[src/rtl/if_fetch_pkg.sv]
// Shared definitions for the instruction-fetch stage: reset level, bus widths
// and fetch FSM state encodings.
package if_fetch_pkg;

  localparam logic        RstEnable   = 1'b1;
  localparam int unsigned InstAddrBus = 32;
  localparam int unsigned InstBus     = 32;
  localparam logic [InstBus-1:0] ZeroWord = '0;

  typedef enum logic [1:0] {
    IF_IDLE  = 2'd0,
    IF_REQ   = 2'd1,
    IF_RECV  = 2'd2,
    IF_DRAIN = 2'd3
  } if_state_e;

endpackage

[src/rtl/if_fetch_icache_array.sv]
// Direct-mapped one-word-per-line instruction cache storage: combinational
// read, synchronous write; only valid bits are cleared by reset.
module icache_array
  import if_fetch_pkg::*;
#(
  parameter int unsigned LINES = 128,
  parameter int unsigned TAG_W = 23,
  parameter int unsigned IDX_W = $clog2(LINES)
) (
  input  logic               clk_in,
  input  logic               rst_in,
  input  logic [IDX_W-1:0]   i_rd_idx,
  output logic [TAG_W-1:0]   o_rd_tag,
  output logic [InstBus-1:0] o_rd_data,
  output logic               o_rd_valid,
  input  logic               i_we,
  input  logic [IDX_W-1:0]   i_wr_idx,
  input  logic [TAG_W-1:0]   i_wr_tag,
  input  logic [InstBus-1:0] i_wr_data
);

  logic [TAG_W-1:0]   r_tag  [LINES];
  logic [InstBus-1:0] r_data [LINES];
  logic [LINES-1:0]   r_valid;

  assign o_rd_tag   = r_tag[i_rd_idx];
  assign o_rd_data  = r_data[i_rd_idx];
  assign o_rd_valid = r_valid[i_rd_idx];

  always_ff @(posedge clk_in) begin
    if (rst_in == RstEnable) begin
      r_valid <= '0;
    end else if (i_we) begin
      r_valid[i_wr_idx] <= 1'b1;
    end
  end

  always_ff @(posedge clk_in) begin
    if (i_we) begin
      r_tag[i_wr_idx]  <= i_wr_tag;
      r_data[i_wr_idx] <= i_wr_data;
    end
  end

endmodule

[src/rtl/if_fetch.sv]
// Instruction-fetch stage: optional direct-mapped I-cache (IF_ICACHE_EN) in
// front of a byte-wide memory port; misses are filled with 4 little-endian byte reads.
module if_fetch
  import if_fetch_pkg::*;
#(
  parameter int unsigned ICACHE_LINES = 128,
  parameter int unsigned ADDR_W       = InstAddrBus
) (
  input  logic               clk_in,
  input  logic               rst_in,
  input  logic               rdy_in,
  input  logic [ADDR_W-1:0]  pc_in,
  input  logic               stall_in,
  input  logic               flush_in,
  output logic [InstBus-1:0] inst_out,
  output logic [ADDR_W-1:0]  inst_pc_out,
  output logic               inst_valid_out,
  output logic               stallreq_out,
  output logic               mem_req_out,
  output logic [ADDR_W-1:0]  mem_addr_out,
  input  logic               mem_grant_in,
  input  logic [7:0]         mem_data_in,
  input  logic               mem_data_valid_in
);

  if_state_e          r_state;
  logic [1:0]         r_cnt;
  logic [ADDR_W-1:0]  r_pc;
  logic [23:0]        r_buf;

  logic [1:0]         w_cnt_nxt;
  logic [InstBus-1:0] w_word;
  logic [ADDR_W-1:0]  w_fetch_addr;
  logic               w_hit;
  logic [InstBus-1:0] w_rd_data;

  assign w_cnt_nxt    = r_cnt + 2'd1;
  assign w_word       = {mem_data_in, r_buf};
  assign w_fetch_addr = {pc_in[ADDR_W-1:2], 2'b00};

`ifdef IF_ICACHE_EN
  localparam int unsigned IDX_W = $clog2(ICACHE_LINES);
  localparam int unsigned TAG_W = ADDR_W - 2 - IDX_W;

  logic [TAG_W-1:0] w_rd_tag;
  logic             w_rd_valid;
  logic             w_fill;

  // Line is written on byte 3 in both RECV and DRAIN, so flushed fills still cache.
  assign w_fill = rdy_in && mem_data_valid_in && (r_cnt == 2'd3) &&
                  ((r_state == IF_RECV) || (r_state == IF_DRAIN));
  assign w_hit  = w_rd_valid && (w_rd_tag == pc_in[ADDR_W-1:IDX_W+2]);

  icache_array #(
    .LINES (ICACHE_LINES),
    .TAG_W (TAG_W),
    .IDX_W (IDX_W)
  ) u_icache (
    .clk_in     (clk_in),
    .rst_in     (rst_in),
    .i_rd_idx   (pc_in[IDX_W+1:2]),
    .o_rd_tag   (w_rd_tag),
    .o_rd_data  (w_rd_data),
    .o_rd_valid (w_rd_valid),
    .i_we       (w_fill),
    .i_wr_idx   (r_pc[IDX_W+1:2]),
    .i_wr_tag   (r_pc[ADDR_W-1:IDX_W+2]),
    .i_wr_data  (w_word)
  );
`else
  assign w_hit     = 1'b0;
  assign w_rd_data = ZeroWord;
`endif

  always_ff @(posedge clk_in) begin
    if (rst_in == RstEnable) begin
      r_state        <= IF_IDLE;
      r_cnt          <= '0;
      r_pc           <= '0;
      r_buf          <= '0;
      inst_out       <= ZeroWord;
      inst_pc_out    <= '0;
      inst_valid_out <= 1'b0;
      stallreq_out   <= 1'b0;
      mem_req_out    <= 1'b0;
      mem_addr_out   <= '0;
    end else if (rdy_in) begin
      unique case (r_state)
        IF_IDLE: begin
          if (flush_in) begin
            inst_valid_out <= 1'b0;
            stallreq_out   <= 1'b0;
            mem_req_out    <= 1'b0;
          end else if (!stall_in) begin
            if (w_hit) begin
              inst_out       <= w_rd_data;
              inst_pc_out    <= pc_in;
              inst_valid_out <= 1'b1;
            end else begin
              r_pc           <= pc_in;
              mem_req_out    <= 1'b1;
              mem_addr_out   <= w_fetch_addr;
              stallreq_out   <= 1'b1;
              inst_valid_out <= 1'b0;
              r_state        <= IF_REQ;
            end
          end
        end
        IF_REQ: begin
          if (mem_grant_in) begin
            mem_req_out <= 1'b0;
            r_cnt       <= '0;
            r_state     <= flush_in ? IF_DRAIN : IF_RECV;
          end else if (flush_in) begin
            mem_req_out  <= 1'b0;
            stallreq_out <= 1'b0;
            r_state      <= IF_IDLE;
          end
        end
        IF_RECV, IF_DRAIN: begin
          if (mem_data_valid_in) begin
            case (r_cnt)
              2'd0:    r_buf[7:0]   <= mem_data_in;
              2'd1:    r_buf[15:8]  <= mem_data_in;
              2'd2:    r_buf[23:16] <= mem_data_in;
              default: ;
            endcase
            r_cnt <= w_cnt_nxt;
            if (r_cnt == 2'd3) begin
              r_state      <= IF_IDLE;
              stallreq_out <= 1'b0;
              if ((r_state == IF_RECV) && !flush_in) begin
                inst_out       <= w_word;
                inst_pc_out    <= r_pc;
                inst_valid_out <= 1'b1;
              end
            end else begin
              mem_addr_out <= {r_pc[ADDR_W-1:2], w_cnt_nxt};
              if (flush_in) r_state <= IF_DRAIN;
            end
          end else if (flush_in) begin
            r_state <= IF_DRAIN;
          end
        end
      endcase
    end
  end

endmodule

[config.mk]
export PLATFORM = sky130hd
export DESIGN_NAME = if_fetch
export DESIGN_NICKNAME = d
export VERILOG_FILES = /design/src/rtl/if_fetch_pkg.sv /design/src/rtl/if_fetch_icache_array.sv /design/src/rtl/if_fetch.sv
export SDC_FILE = /design/constraint.sdc
export NUM_CORES = 1
export LEC_CHECK = 0
export CAP_MARGIN = 10
export CORE_ASPECT_RATIO = 1.75
export CORE_UTILIZATION = 50
export CTS_CLUSTER_SIZE = 8
export DETAILED_ROUTE_END_ITERATION = 7
export MAX_ROUTING_LAYER = met4
export PLACE_DENSITY = 0.79
export SLEW_MARGIN = 20
export SYNTH_ARGS = -nofsm -noshare
export SYNTH_HDL_FRONTEND = slang
export SYNTH_SLANG_ARGS = --single-unit
[constraint.sdc]
create_clock -name clk_in -period 2.1 [get_ports clk_in]
set_input_delay 0.42 -clock clk_in [delete_from_list [all_inputs] [get_ports clk_in]]
set_output_delay 0.42 -clock clk_in [all_outputs]
set_load 0.05 [all_outputs]
==> results of run 1 <==
==> repair_timing <==
action                     4_1_cts  5_1_grt
resized for setup                0        1
setup buffers                    0        0
setup endpoints to repair        0        1
==> through the flow <==
step / worst slack [ps] / utilization
2_1_floorplan: 450.5 / -
3_3_place_gp: 35.20 / 0.6371
3_5_place_dp: -31.53 / 0.6371
4_1_cts: 51.00 / 0.6816
5_1_grt: 26.19 / 0.6818
6_report: 56.26 / 0.6818
==> logic make-up after synthesis <==
| kind of cell | count (synthesis) | share of synthesized area |
|---|---|---|
| AND/OR/NAND/NOR | 176 | 0.1332 |
| buffers and inverters | 91 | 0.06448 |
| AO/OA/AOI/OAI | 302 | 0.2617 |
| flip-flops | 159 | 0.4853 |
| multiplexers | 30 | 0.04578 |
| adder cells (fa/ha/maj) | 5 | 0.009538 |
==> layout make-up <==
type,instances,share of cell area
Inverter,6,0.002567
Timing Repair Buffer,176,0.2074
Clock inverter,8,0.009127
Tap cell,171,0.02439
Sequential cell,159,0.3629
Clock buffer,24,0.05605
Multi-Input combinational cell,513,0.3376
==> where the power goes <==
group,switching (W),internal (W)
clock,0.00120,0.00176
sequential,0.0000474,0.00308
combinational,0.000478,0.000286
==> routing by layer <==
layer | wire length (um) | up-vias
met5 | 0 | -
met4 | 902 | 0
li1 | - | 2988
met1 | 7035 | 3056
met3 | 1087 | 63
met2 | 10160 | 302
==> state kept, by name (all words and copies together), names as in the netlist <==
signal	flops
r_buf	24
r_cnt	2
inst_pc_out	32
stallreq_out	1
inst_out	32
mem_addr_out	32
inst_valid_out	1
r_pc	32
mem_req_out	1
r_state	2
==> worst reg2reg max path, delay by kind of cell, from the launching register on <==
| kind | cells | cell delay [ps] |
|---|---|---|
| buffers and inverters | 2 | 600 |
| AND/OR/NAND/NOR | 2 | 540 |
| flip-flops | 1 | 410 |
| AO/OA/AOI/OAI | 1 | 150 |
==> worst max-delay path by stage <==
stage                     cells after the start  slack (ps)                           from                            end
after floorplan                               6         450                       flush_in  mem_addr_out[15]$_SDFFE_PP0P_
after global placement                        5          40                         rdy_in          r_pc[18]$_SDFFE_PP0P_
after detailed placement                      5         -30                         rdy_in          r_pc[17]$_SDFFE_PP0P_
after CTS                                     1          50  mem_addr_out[26]$_SDFFE_PP0P_               mem_addr_out[26]
after global routing                          1          30       mem_req_out$_SDFFE_PP0P_                    mem_req_out
final                                         1          60  mem_addr_out[26]$_SDFFE_PP0P_               mem_addr_out[26]
==> cells in the final DEF, fill, tap and decap left out, drive strengths merged, types with 2 or more instances in the layout <==
cell type	Yosys	routed
mux2i	30	30
nand2	54	54
nand4	5	5
o211ai	3	3
a31oi	2	2
a21oi	127	127
clkdlybuf4s50	0	142
nand3	98	98
nand2b	2	2
dfxtp	159	159
clkbuf	49	24
inv	6	7
and4	4	4
o21ai	100	100
buf	36	33
ha	5	5
clkinv	0	3
nor2	4	4
clkinvlp	0	3
a211oi	63	63
==> results.md, run 1 <==
- Fmax: 489.3 MHz
- Ys Warns: 0
- Leakage: 2.804 nW
- Reg-to-Reg Start: r_state[1]$_SDFFE_PP0P_
- Max Cap Viol: 0
- Total clock sinks: 159
- Status: finished clean
- Crit-path slowest cell: clkdlybuf4s50_1
- CTS buffer count: 17
- Multi-input gate area: 0.002962 mm2
- CP Launch Type: flip-flop
- Yosys top cell by area: dfxtp_1
- Top Usage Layer GRT: met2
- VDD IR max: 566.3 uV
- CTS H-tree lvls: 4
- Async set or reset register ratio after synthesis: 0
- Core area: 0.01287 mm2
- Sequential share of the synthesized area: 0.4853
- Critical path type: reg2out
- Slew Viols, Final: 0
- Reg clk slew, reported paths: 60 ps
- Worst slew pin tran: 698.9 ps
- Post-DP HPWL: 12.70 mm
- DR pass1 iterations: 5
- Placed Area: 0.008199 mm2
- Grt met3 use: 0.05207
- Via density: 6.063
- Tot GR Track Use: 0.2988
- Power Total: 0.006849 W
- Hold depth: 2
- P&R area growth vs syn: 33.77%
- Hold WC Path Type: reg2reg
- RSZ-0062 raised after global routing: false
- Final #Nets: 925
- Nature of the critical path endpoint: output pin
- Worst Clk Skew: 9.983 ps
- Crit path max-delay family: buffers and inverters
- Slowest stage delay, CP: 830 ps
- Syn_area_per_cell: 8.596 um2
- Yosys top cell area share: 0.4853
- IO buf count: 145
- Initial core utilization: 0.5097
- P per Cell Area: 780.7 mW/mm2
- Pin count of the biggest net entering global routing: 63
- Met2 Use GR: 0.5125
- Tmin final: 2044 ps
- Width of the die: 88.58 um
- Hold WS: 458.7 ps
- M1 GR Usage: 0.3095
- Reg area: 0.003184 mm2
- Die height: 153.5 um
- Non-Filler Instances: 1,057
- Post-synth EDFFs: 0
- Clock root buffer master: clkbuf_16
- First-pass GRT wire length: 30.53 mm
- WL final: 19.19 mm
- Relative slew slack: 0.5341
- Crit path buf inv count: 1
- Hold EP: r_buf[8]$_SDFFE_PP0P_
- # fillers: 1,050
- Inst Count DP: 1,025
- Final antenna diode count: 0
- Clock tree buffer depth: 2
- Crit Path Max Fanout: 2
- WP data required: 1680 ps
- CTS tree: built
- Final instance area: 0.008773 mm2
- Synth cell count leaders: 159 x dfxtp_1, 127 x a21oi_1, 98 x nand3_1
- Row cnt: 55
- Final period utilization: 0.9732
- Top_reg_cell synth: dfxtp_1
- DRT antenna net count: 0
- Routed len/inst: 18.15 um
- Final hold vios: 0
- Crit path cell chain: clkdlybuf4s50_1
- Reg2reg end: inst_pc_out[26]$_SDFFE_PP0P_
- Distinct cells, synth: 39
- Gr ovfl total: 0
- Routability congestion estimate: 0.8876
- Count leader, synth: dfxtp_1
- Post-synthesis cell count: 763
- FF-to-FF setup slack: 330 ps
- Hold path start: r_buf[8]$_SDFFE_PP0P_
- Worst skew pair latency: 420 ps
- FF+latch count, synth: 159
- # IOs: 146
- Vias: 6,409
- Syn Std Cell Area: 0.006559 mm2
- Crit path DAT: 1620 ps
- Fraction of layout cells with a size suffix above 1: 0.07901
- Initial antenna violation count: 0
- CTS Hold Buffers Added: 0
- Vias in the first global route: 6,235
- Final setup fails: 0
- # DRC: 0
- Iter 0 DRT Violations: 471
- Full die area: 0.01360 mm2
- Reg2Reg Depth: 5
- Ranking of synthesized cells by area: dfxtp_1 49%, a21oi_1 9.7%, nand3_1 7.5%, o21ai_0 7.4%, a211oi_1 7.2%
- Total negative setup slack: 0 ps
- Net Count, Synth: 815
(Power assumes the default switching activity.)
==> run 2: changes to the inputs <==
--- a/config.mk
+++ b/config.mk
@@ -8,10 +8,12 @@
 export CAP_MARGIN = 10
 export CORE_ASPECT_RATIO = 1.75
 export CORE_UTILIZATION = 50
+export CTS_CLUSTER_DIAMETER = 50
 export CTS_CLUSTER_SIZE = 8
 export DETAILED_ROUTE_END_ITERATION = 7
 export MAX_ROUTING_LAYER = met4
 export PLACE_DENSITY = 0.79
+export SKIP_LAST_GASP = 1
 export SLEW_MARGIN = 20
 export SYNTH_ARGS = -nofsm -noshare
 export SYNTH_HDL_FRONTEND = slang
==> results of run 2 <==
Same layout as run 1: the final DEF is identical, and so are final timing and power.
==> run 3: changes to the inputs <==
--- a/config.mk
+++ b/config.mk
@@ -9,10 +9,12 @@
 export CORE_ASPECT_RATIO = 1.75
 export CORE_UTILIZATION = 50
 export CTS_CLUSTER_DIAMETER = 50
-export CTS_CLUSTER_SIZE = 8
+export CTS_CLUSTER_SIZE = 14
 export DETAILED_ROUTE_END_ITERATION = 7
+export GPL_TIMING_DRIVEN = 1
 export MAX_ROUTING_LAYER = met4
 export PLACE_DENSITY = 0.79
+export SETUP_SLACK_MARGIN = 0.2
 export SKIP_LAST_GASP = 1
 export SLEW_MARGIN = 20
 export SYNTH_ARGS = -nofsm -noshare
==> results.md, run 3 (synthesis gave the netlist of run 1 again) <==
- Status: finished clean
- CTS Hold Buffers Added: 0 (unchanged)
- Critical path type: reg2reg
- Vias in the first global route: 6,248 (+0.21%)
- Switching Power: 0.001721 W (-0.25%)
- Final hold vios: 0 (unchanged)
- Tmin final: 1764 ps (-280.1 ps)
- First-pass GRT wire length: 30.57 mm (+0.14%)
- Total clock sinks: 159 (unchanged)
- # IOs: 146 (unchanged)
- Slowest stage delay, CP: 400 ps (-430 ps)
- Via density: 6.082 (+0.31%)
- Post-CTS Resized: 98 (+98)
- Final period utilization: 0.8399 (-0.1334)
- Crit Path Max Fanout: 53 (+51)
- Max Cap Viol: 0 (unchanged)
- WL final: 19.21 mm (+0.14%)
- # DRC: 0 (unchanged)
- Most common cell after layout, fill and taps aside: dfxtp_1
- P&R area growth vs syn: 31.86%
- Reg power frac: 0.458 (+0.002)
- CTS tree: built
- Hold WS: 455.7 ps (-3.037 ps)
- Fmax: 567.0 MHz (+16%)
- Post-DP HPWL: 12.70 mm (unchanged)
- Gr ovfl total: 0 (unchanged)
- DR pass1 iterations: 7 (+2)
- Power Total: 0.006821 W (-0.42%)
- Final #Nets: 925 (unchanged)
- Most frequent cells in the layout: 158 x dfxtp_1, 127 x a21oi_1, 98 x nand3_1, 98 x dlygate4sd2_1, 97 x o21ai_0
- Final setup fails: 0 (unchanged)
- CP Launch Type: flip-flop
- Worst Clk Skew: 10.08 ps (+0.09631 ps)
- DRT antenna net count: 0 (unchanged)
- Routability congestion estimate: 0.8876 (unchanged)
- Width of the die: 88.58 um (unchanged)
- Core area: 0.01287 mm2 (unchanged)
- Tot GR Track Use: 0.2995 (+0.0006811)
- Initial antenna violation count: 0 (unchanged)
- Pin count of the biggest net entering global routing: 63 (unchanged)
- Iter 0 DRT Violations: 530 (+13%)
- Die height: 153.5 um (unchanged)
- Slew Viols, Final: 0 (unchanged)
- VDD IR max: 569.8 uV (+0.62%)
- Vias: 6,429 (+0.31%)
- Fraction of layout cells with a size suffix above 1: 0.07901 (unchanged)
- CTS buffer count: 17 (unchanged)
- Crit-path slowest cell: dfxtp_2
- CTS H-tree lvls: 4 (unchanged)
- P per Cell Area: 788.7 mW/mm2 (+1.0%)
- Wl on met1: 6.986 mm (-0.70%)
- Clock tree buffer depth: 2 (unchanged)
- Routed len/inst: 18.18 um (+0.14%)
- Met3 wire len: 1.113 mm (+2.4%)
- Clock share of power: 0.433 (about the same)
- Final antenna diode count: 0 (unchanged)
- WP data required: 2440 ps (+760 ps)
- Relative slew slack: 0.5379 (+0.003803)
- Clock root buffer master: clkbuf_16
- Hold WC Path Type: reg2reg
- Worst slew pin tran: 693.2 ps (-5.705 ps)
- Pint: 0.005100 W (-0.48%)
- RSZ-0062 raised after global routing: false
- Max Used Layer: met4
- Initial core utilization: 0.5097 (unchanged)
- Nature of the critical path endpoint: flip-flop
- Reg area: 0.003184 mm2 (unchanged)
- Switching portion of total power: 0.2523 (+0.0004406)
- Combinational power share: 0.108 (-0.004)
- Reg clk slew, reported paths: 60 ps (about the same)
- Multi-input gate area: 0.002962 mm2 (unchanged)
- Routed wl met2: 10.19 mm (+0.26%)
- Row cnt: 55 (unchanged)
- Post-CTS Setup Bufs: 0 (unchanged)
- Leakage: 3.244 nW (+16%)
- Full die area: 0.01360 mm2 (unchanged)
- Crit path cell chain: buf_4 > and4_2 > buf_12 > nand3_1 > a21oi_1
- # fillers: 1,108 (+5.5%)
- IO buf count: 145 (unchanged)
- Crit path DAT: 2110 ps (+490 ps)
- Worst skew pair latency: 420 ps (about the same)
==> run 3: cell types whose count changed in the layout (fill, tap and decap cells not counted), sizes merged <==
cell           previous run  this run
clkdlybuf4s50           142        45
dlymetal6s2s              1         0
dlygate4sd2               0        98
==> run 3: cell type report <==
class,instances,share of cell area
clock buffer,24,0.05686
timing repair buffer,176,0.1959
tap,171,0.02474
clock inverter,8,0.009259
inverter,6,0.002604
multi-input combinational,513,0.3424
sequential,159,0.3682
==> run 3: power groups by stage <==
stage	clock [W]	sequential [W]	combinational, W
final	0.00296	0.00313	0.000739
after global placement	0	0.00319	0.000733
after CTS	0.00298	0.00312	0.000735
after detailed placement	0	0.00319	0.000752
after floorplan	0	0.00331	0.000321
after global routing	0.00312	0.00313	0.000779
==> run 3: worst paths after layout <==
path | start | endpoint | slack, ps | cells past startpoint
setup / recovery | r_state[1]$_SDFFE_PP0P_ | inst_pc_out[26]$_SDFFE_PP0P_ | 340 | 5
hold / removal | inst_valid_out$_SDFFE_PP0P_ | inst_valid_out$_SDFFE_PP0P_ | 460 | 2
setup reg to reg | r_state[1]$_SDFFE_PP0P_ | inst_pc_out[26]$_SDFFE_PP0P_ | 340 | 5
hold reg to reg | inst_valid_out$_SDFFE_PP0P_ | inst_valid_out$_SDFFE_PP0P_ | 460 | 2
==> run 3: stage by stage <==
| step | cell area (um2) | setup slack [ps] | TNS, ps | cells | utilization |
|---|---|---|---|---|---|
| after floorplan | 6559 | 450.5 | 0 | 763 | - |
| after global placement | 8199 | 35.20 | 0 | 1025 | 0.6371 |
| after detailed placement | 8199 | -31.53 | -47.28 | 1025 | 0.6371 |
| after CTS | 8648 | 331.4 | 0 | 1057 | 0.6720 |
| after global routing | 8648 | 226.9 | 0 | 1057 | 0.6720 |
| final | 8648 | 336.3 | 0 | 1057 | 0.6720 |
==> run 3: metal layers <==
| metal | GRT usage | vias to the layer above |
|---|---|---|
| met4 | 0.1820 | 0 |
| met5 | - | - |
| met3 | 0.05368 | 64 |
| met1 | 0.3078 | 3058 |
| met2 | 0.5143 | 315 |
| li1 | - | 2992 |
==> run 3: critical path: cells and delay by family, from the launching register on <==
family / cells / cell delay (ps)
AO/OA/AOI/OAI: 1 / 150
buffers and inverters: 2 / 590
flip-flops: 1 / 400
AND/OR/NAND/NOR: 2 / 520
